--- src/rtl/tt_check_pkg.sv ---
// Shared types and sizing helpers for the truth-table response checker.
// Latency: none (types and constant functions only).
// Backpressure: none.
package tt_check_pkg;

    typedef enum logic [1:0] {
        IDLE = 2'd0,
        RUN  = 2'd1,
        DONE = 2'd2
    } state_t;

    // Number of input vectors for an n_in-input function.
    function automatic int num_vec(input int n_in);
        return 1 << n_in;
    endfunction

    // Mismatch counter width: must hold the value num_vec itself, not just num_vec-1.
    function automatic int cnt_w(input int n_in);
        return $clog2((1 << n_in) + 1);
    endfunction

    // Hold counter width; HOLD=1 still needs a 1-bit register.
    function automatic int hold_w(input int hold);
        return (hold <= 1) ? 1 : $clog2(hold);
    endfunction

endpackage

--- src/rtl/tt_hold_timer.sv ---
// Hold-window timer: counts 0..HOLD-1 and flags the last cycle of each window.
// Latency: tick is high during the final cycle of a window; the consuming edge ends it.
// Backpressure: none; clear parks the count at 0 while the sweep is not running.
module tt_hold_timer
    import tt_check_pkg::*;
#(
    parameter int HOLD = 20
) (
    input  logic clk,
    input  logic rst_n,
    input  logic clear,
    output logic tick
);

    localparam int            W    = hold_w(HOLD);
    localparam logic [W-1:0]  LAST = W'(HOLD - 1);

    logic [W-1:0] cnt;

    // Free-running window counter, restarted on clear and at each window end.
    always_ff @(posedge clk or negedge rst_n) begin
        if (!rst_n) begin
            cnt <= '0;
        end else if (clear || (cnt == LAST)) begin
            cnt <= '0;
        end else begin
            cnt <= cnt + W'(1);
        end
    end

    assign tick = (cnt == LAST);

endmodule

--- config.mk ---
export PLATFORM = sky130hd
export DESIGN_NAME = tt_hold_timer
export DESIGN_NICKNAME = d
export VERILOG_FILES = /design/src/rtl/tt_check_pkg.sv /design/src/rtl/tt_hold_timer.sv
export SDC_FILE = /design/constraint.sdc
export NUM_CORES = 1
export LEC_CHECK = 0
export ABC_AREA = 1
export CAP_MARGIN = 40
export CORE_AREA = 2 2 39 41
export CTS_BUF_LIST = sky130_fd_sc_hd__clkbuf_16
export CTS_CLUSTER_DIAMETER = 150
export DETAILED_ROUTE_END_ITERATION = 6
export DIE_AREA = 0 0 41 43
export PLACE_DENSITY = 0.33
export SLEW_MARGIN = 15
export SYNTH_ARGS = -nofsm -noshare
export SYNTH_HDL_FRONTEND = slang
export SYNTH_SLANG_ARGS = --single-unit
--- constraint.sdc ---
create_clock -name clk -period 3.1 [get_ports clk]
set_input_delay 0.31 -clock clk [delete_from_list [all_inputs] [get_ports clk]]
set_output_delay 0.31 -clock clk [all_outputs]
set_load 0.03 [all_outputs]
==> results of run 1 <==
-- critical path, delay by kind of cell (launching register included) --
| kind | cells | cell delay, ns |
|---|---|---|
| and+or+nand+nor | 2 | 0.23 |
| adders and majority gates | 1 | 0.26 |
| buffers and inverters | 1 | 0.68 |
| DFF | 1 | 0.37 |
-- synthesized netlist by cell type --
cell type / number
inv_1: 4
xnor2_1: 1
o21bai_2: 1
nor2_1: 4
nor2_2: 2
nand2_2: 2
ha_1: 1
inv_2: 1
dfrtp_1: 5
nand2_1: 5
nand3_1: 2
nand4_1: 2
-- layer usage --
metal	wire length, µm	up-vias	GRT usage (%)
li1	-	107	-
met1	232	84	9.51
met2	184	3	8.75
met3	14	2	1.57
met4	10	0	8.00
met5	0	-	0
-- logic make-up after synthesis --
family / count (synthesis)
buffers and inverters: 5
DFF: 5
xor gates and xnor gates: 1
and+or+nand+nor: 17
adders and majority gates: 1
AOI/OAI and AO/OA: 1
-- final timing paths --
| kind | endpoint | slack, ns | depth (start not counted) |
|---|---|---|---|
| setup / recovery | tick | 1.03 | 4 |
| hold / removal | cnt[4] | 0.31 | 1 |
| setup reg to reg | cnt[0] | 1.97 | 4 |
| hold reg to reg | cnt[0] | 0.48 | 1 |
| max in group asynchronous | cnt[3] | 2.60 | 1 |
| min in group clk | cnt[0] | 0.48 | 1 |
-- area by class of cell --
type / instances / area share [%]
clock inverter: 1 / 0.971
timing repair buffer: 3 / 7.77
clock buffer: 3 / 19.4
sequential: 5 / 32.4
multi-input combinational: 20 / 29.4
inverter: 5 / 4.85
tap: 16 / 5.18
-- report_power, final --
group / internal (W) / leakage [nW] / switching (W)
Clock: 0.000167 / 0.0423 / 0.0000375
Combinational: 0.00000677 / 0.0693 / 0.00000653
Sequential: 0.0000689 / 0.0673 / 0.00000353
Total: 0.000242 / 0.179 / 0.0000475
-- stage by stage --
step	worst slack (ns)	total power, W	cells	area, µm²
floorplan	1.79	0.0000809	30	258
global placement	1.26	0.0000871	49	308
detailed placement	1.24	0.0000868	49	308
CTS	1.01	0.000293	53	387
global route	0.913	0.000299	53	387
finish	1.03	0.000290	53	387
==> flow_metrics.tcl, run 1 <==
set metrics [dict create \
    setup_repair_after_global_routing_missed_its_margin "false" \
    number_of_flip_flops_in_the_largest_register 5 \
    grt_start_max_net_pins 7 \
    run_status "finished, final reports clean" \
    combinational_family_with_the_most_area_after_synthesis "simple AND/OR/NAND/NOR gates" \
    synth_area_um2 258 \
    cellPowerDensity_nw_per_um2 750 \
    total_negative_slack_for_setup_checks_ns 0 \
    detailed_place_hpwl_um 347 \
    worstMarginPinSlew_ns 0.298 \
    drc 0 \
    post-cts-setup-buffers 0 \
    grtUsageTotal_pct 7.27 \
    clock_tree.buffer_depth 2 \
    boundaryPins 4 \
    diodes 0 \
    synthesis_to_layout_area_growth_pct 50.0 \
    wirelength_um 442 \
    crit_required_ns 2.79 \
    fin_skew_ns 0.00248 \
    start_util_pct 18.6 \
    core_um2 1380 \
    cts_hold_repair.buffers 0 \
    p_leak_nw 0.179 \
    slew_viol_final 0 \
    dieWidth_um 41 \
    hold_ws_ns 0.311 \
    type_of_destination_of_the_critical_path "output pin" \
    hp-class "in2async" \
    max_flop_register "cnt" \
    cp_slowest_cell "clkdlybuf4s50_1" \
    synthDistinctLibCells 12 \
    vias 196 \
    final-hold-violation-count 0 \
    path_cells "ha_1, nand2_2, nor2_2, clkdlybuf4s50_1" \
    period_minus_slack_ns 2.07 \
    tritoncts.num_buffers 3 \
    fmax_mhz 482 \
    clkSlewWorstSetupHoldPaths_ns 0.03 \
    avgViaCountPerCell 3.70 \
    numPortBuffers 3 \
    total_of_endpoints_with_negative_setup_slack_in_the_final_report 0 \
    worst_setup_path_start_kind "register" \
    irDropWorstVdd_mv 0.301 \
    cts_htree_levels 1 \
    synth.avg_cell_area_um2 8.59 \
    maxCapViolations 0 \
    postSynthCellCount 30 \
    gp_routability_congestion 0.654 \
    clkSinkCount 5 \
    dieHeight_um 43 \
    rows 14 \
    synth_top_area_share_pct 48.5 \
    multi_input_area_um2 114 \
    synth_xor_area_share_pct 3.40 \
    ff_latch_area_um2 125 \
    synth_compound_area_share_pct 4.37 \
    muxShareOfSynthArea_pct 0 \
    globalRouteOverflowTotal 0 \
    cp_slowest_stage_delay_ns 0.68 \
    drive_above_1_share_pct 24.3 \
    critPathLaunch "cnt[0]" \
    min_period_over_period_pct 66.9 \
    die-area_um2 1760 \
    final.fill_count 144 \
    cts-root-buf "clkbuf_16" \
    avg_wl_per_cell_um 8.34 \
    ys_ff_latch 5 \
    worst-endpoint-arrival_ns 1.76 \
    top_regs "cnt: 5 flops" \
    yosys.area_share.adder_pct 4.85 \
    detail-route-antenna-nets 0 \
    cts_repair_resize_count 0 \
    clkLatencyLatePin_ns 0.22 \
    most-common-layout-cells "inv_1, nand2_1, dfrtp_1, nor2_1" \
    drt-initial-drc-count 1 \
    finalCoreUtilization_pct 27.9 \
    grt_antenna_before_repair 0 \
    grt_pass1_wl_um 807 \
    timing.max_slew.rel_slack_pct 80.1 \
    first_global_vias 197 \
    synthesis.nets 34 \
    setup.worst_path.class "reg2out" \
    netlist_top_cells_area "dfrtp_1, nand2_1, inv_1" \
    worst_r2r_startpoint "cnt[0]" \
    synth_warnings 0 \
    final_net_count 42 \
    tritoncts_clock_tree "built" \
    netlist.top_cell.by_area "dfrtp_1" \
    synth_simple_gate_area_share_pct 31.6 \
    drt_pass1_iterations 2 \
    crit_path_max_fanout 4 \
    synth-seq-area-share_pct 48.5 \
]
Power figures use the tool's default switching activity.
==> run 2, diff against run 1 <==
Clock period 3.1 ns to 1.96 ns, I/O delays scaled along.
==> run 2 against run 1 <==
- final cell count is the same
- wire length grew 8.6%
- register-to-register slack lost 1.2 ns
- utilization shrank 0.090 points
- critical path depth is the same
- non-clock buffer count is the same
- via count grew 3.1%
- clock power grew 58%
- combinational power grew 62%
- first-iteration DRC count shrank 100%
- power grew 58%
- largest cell class unchanged
- highest routed layer is now met3
==> flow_metrics.tcl, run 2 (synthesized netlist as in run 1, its figures left out) <==
set metrics [dict create \
    p_leak_nw 0.184 \
    route.met3.wl_um 27 \
    hp-class "in2async" \
    cts-root-buf "clkbuf_16" \
    clock_tree.buffer_depth 2 \
    timing.max_slew.rel_slack_pct 80.1 \
    top_regs "cnt: 5 flops" \
    worst-endpoint-arrival_ns 1.51 \
    crit_required_ns 1.76 \
    core_um2 1380 \
    clockPowerShare_pct 70.3 \
    crit_path_max_fanout 4 \
    type_of_destination_of_the_critical_path "output pin" \
    max_flop_register "cnt" \
    fin_skew_ns 0.000376 \
    die-area_um2 1760 \
    run_status "finished, final reports clean" \
    gp_routability_congestion 0.663 \
    grt_pass1_wl_um 897 \
    final.fill_count 151 \
    avg_wl_per_cell_um 9.06 \
    rows 14 \
    diodes 0 \
    cts_htree_levels 1 \
    final-hold-violation-count 0 \
    setup.worst_path.class "reg2out" \
    avgViaCountPerCell 3.81 \
    min_period_over_period_pct 87.2 \
    drc 0 \
    netSwitchingFraction_pct 16.5 \
    worst_setup_path_start_kind "register" \
    setup_repair_after_global_routing_missed_its_margin "false" \
    irDropWorstVdd_mv 0.380 \
    total_negative_slack_for_setup_checks_ns 0 \
    grt_start_max_net_pins 7 \
    maxCapViolations 0 \
    stdcell_count 53 \
    tritoncts_clock_tree "built" \
    total_of_endpoints_with_negative_setup_slack_in_the_final_report 0 \
    globalRouteOverflowTotal 0 \
    final_net_count 42 \
    cp_slowest_cell "dlygate4sd2_1" \
    power.internal_w 0.000383 \
    clkLatencyLatePin_ns 0.22 \
    drive_above_1_share_pct 24.3 \
    number_of_flip_flops_in_the_largest_register 5 \
    dieWidth_um 41 \
    wirelength_met1_um 233 \
    top_layer "met3" \
    clkSlewWorstSetupHoldPaths_ns 0.03 \
    power.share.combinational_pct 4.7 \
    detail-route-antenna-nets 0 \
    start_util_pct 18.6 \
    tritoncts.num_buffers 3 \
    wirelength_um 480 \
    post-place-cells 49 \
    grtUsageTotal_pct 7.76 \
    cp_slowest_stage_delay_ns 0.41 \
    cellPowerDensity_nw_per_um2 1190 \
    power.sequential.fraction_pct 25.0 \
    numPortBuffers 3 \
    drt_pass1_iterations 1 \
    slew_viol_final 0 \
    detailed_place_hpwl_um 353 \
    period_minus_slack_ns 1.71 \
    fmax_mhz 585 \
    drt-initial-drc-count 0 \
    clkSinkCount 5 \
    first_global_vias 236 \
    boundaryPins 4 \
    power_switching_w 0.0000758 \
    most-common-layout-cells "inv_1, nand2_1, dfrtp_1, nor2_1, clkbuf_16" \
    dieHeight_um 43 \
    grt_antenna_before_repair 0 \
    cts_hold_repair.buffers 0 \
    worstMarginPinSlew_ns 0.300 \
    synthesis_to_layout_area_growth_pct 49.5 \
    met2_wirelength_um 219 \
    vias 202 \
    path_cells "ha_1, nand2_2, nor2_2, dlygate4sd2_1" \
]
==> run 2: cell count changes in the layout (fill, tap and decap cells not counted) <==
cell,before,now
clkdlybuf4s50_1,3,2
dlygate4sd2_1,0,1
==> run 2: repair_timing <==
action,in CTS,in global routing
hold endpoints to repair,0,0
resized for setup,1,0
buffers inserted,0,0
endpoints found under the setup margin,1,0
==> run 2: worst paths after layout <==
check / depth (start not counted) / start / endpoint / slack [ns]
setup / recovery: 4 / cnt[0] / tick / 0.25
hold / removal: 1 / rst_n / cnt[4] / 0.20
setup reg to reg: 4 / cnt[0] / cnt[0] / 0.80
hold reg to reg: 1 / cnt[0] / cnt[0] / 0.49
max in group asynchronous: 1 / rst_n / cnt[3] / 1.56
min in group clk: 1 / cnt[0] / cnt[0] / 0.49
==> run 2: critical path, delay by kind of cell, from the launching register on <==
family | cells | cell delay [ns]
buffers and inverters | 1 | 0.41
and+or+nand+nor | 2 | 0.23
DFF | 1 | 0.38
adders and majority gates | 1 | 0.27
==> run 2: layout make-up <==
cell class | count | area, µm² | share of cell area [%]
clock inverter | 1 | 3.75 | 0.974
clock buffer | 3 | 75.1 | 19.5
sequential | 5 | 125 | 32.5
multi-input combinational | 20 | 114 | 29.5
inverter | 5 | 18.8 | 4.87
timing repair buffer | 3 | 28.8 | 7.47
tap | 16 | 20.0 | 5.19
==> run 2: per-layer routing <==
layer,GRT usage [%],vias to the layer above
li1,-,107
met1,8.47,92
met2,11.3,3
met3,3.14,0
met4,6.00,0
met5,0,-
==> run 2: power groups by stage <==
stage,Combinational [W],Clock (W),Sequential [W]
after floorplan,0.0000133,0,0.000115
final,0.0000215,0.000323,0.000115
after global placement,0.0000225,0,0.000115
after detailed placement,0.0000218,0,0.000116
after CTS,0.0000221,0.000331,0.000115
after global routing,0.0000248,0.000336,0.000116
==> run 2: metrics by stage <==
stage	hold WS [ns]	cell area, µm²	setup WS (ns)	utilization, %	power (W)
floorplan	-0.0996	258	0.715	-	0.000128
global placement	0.443	308	0.239	22.2	0.000138
detailed placement	0.443	308	0.205	22.2	0.000138
CTS	0.208	385	0.236	27.8	0.000467
global route	0.224	385	0.145	27.8	0.000477
finish	0.201	385	0.250	27.8	0.000459
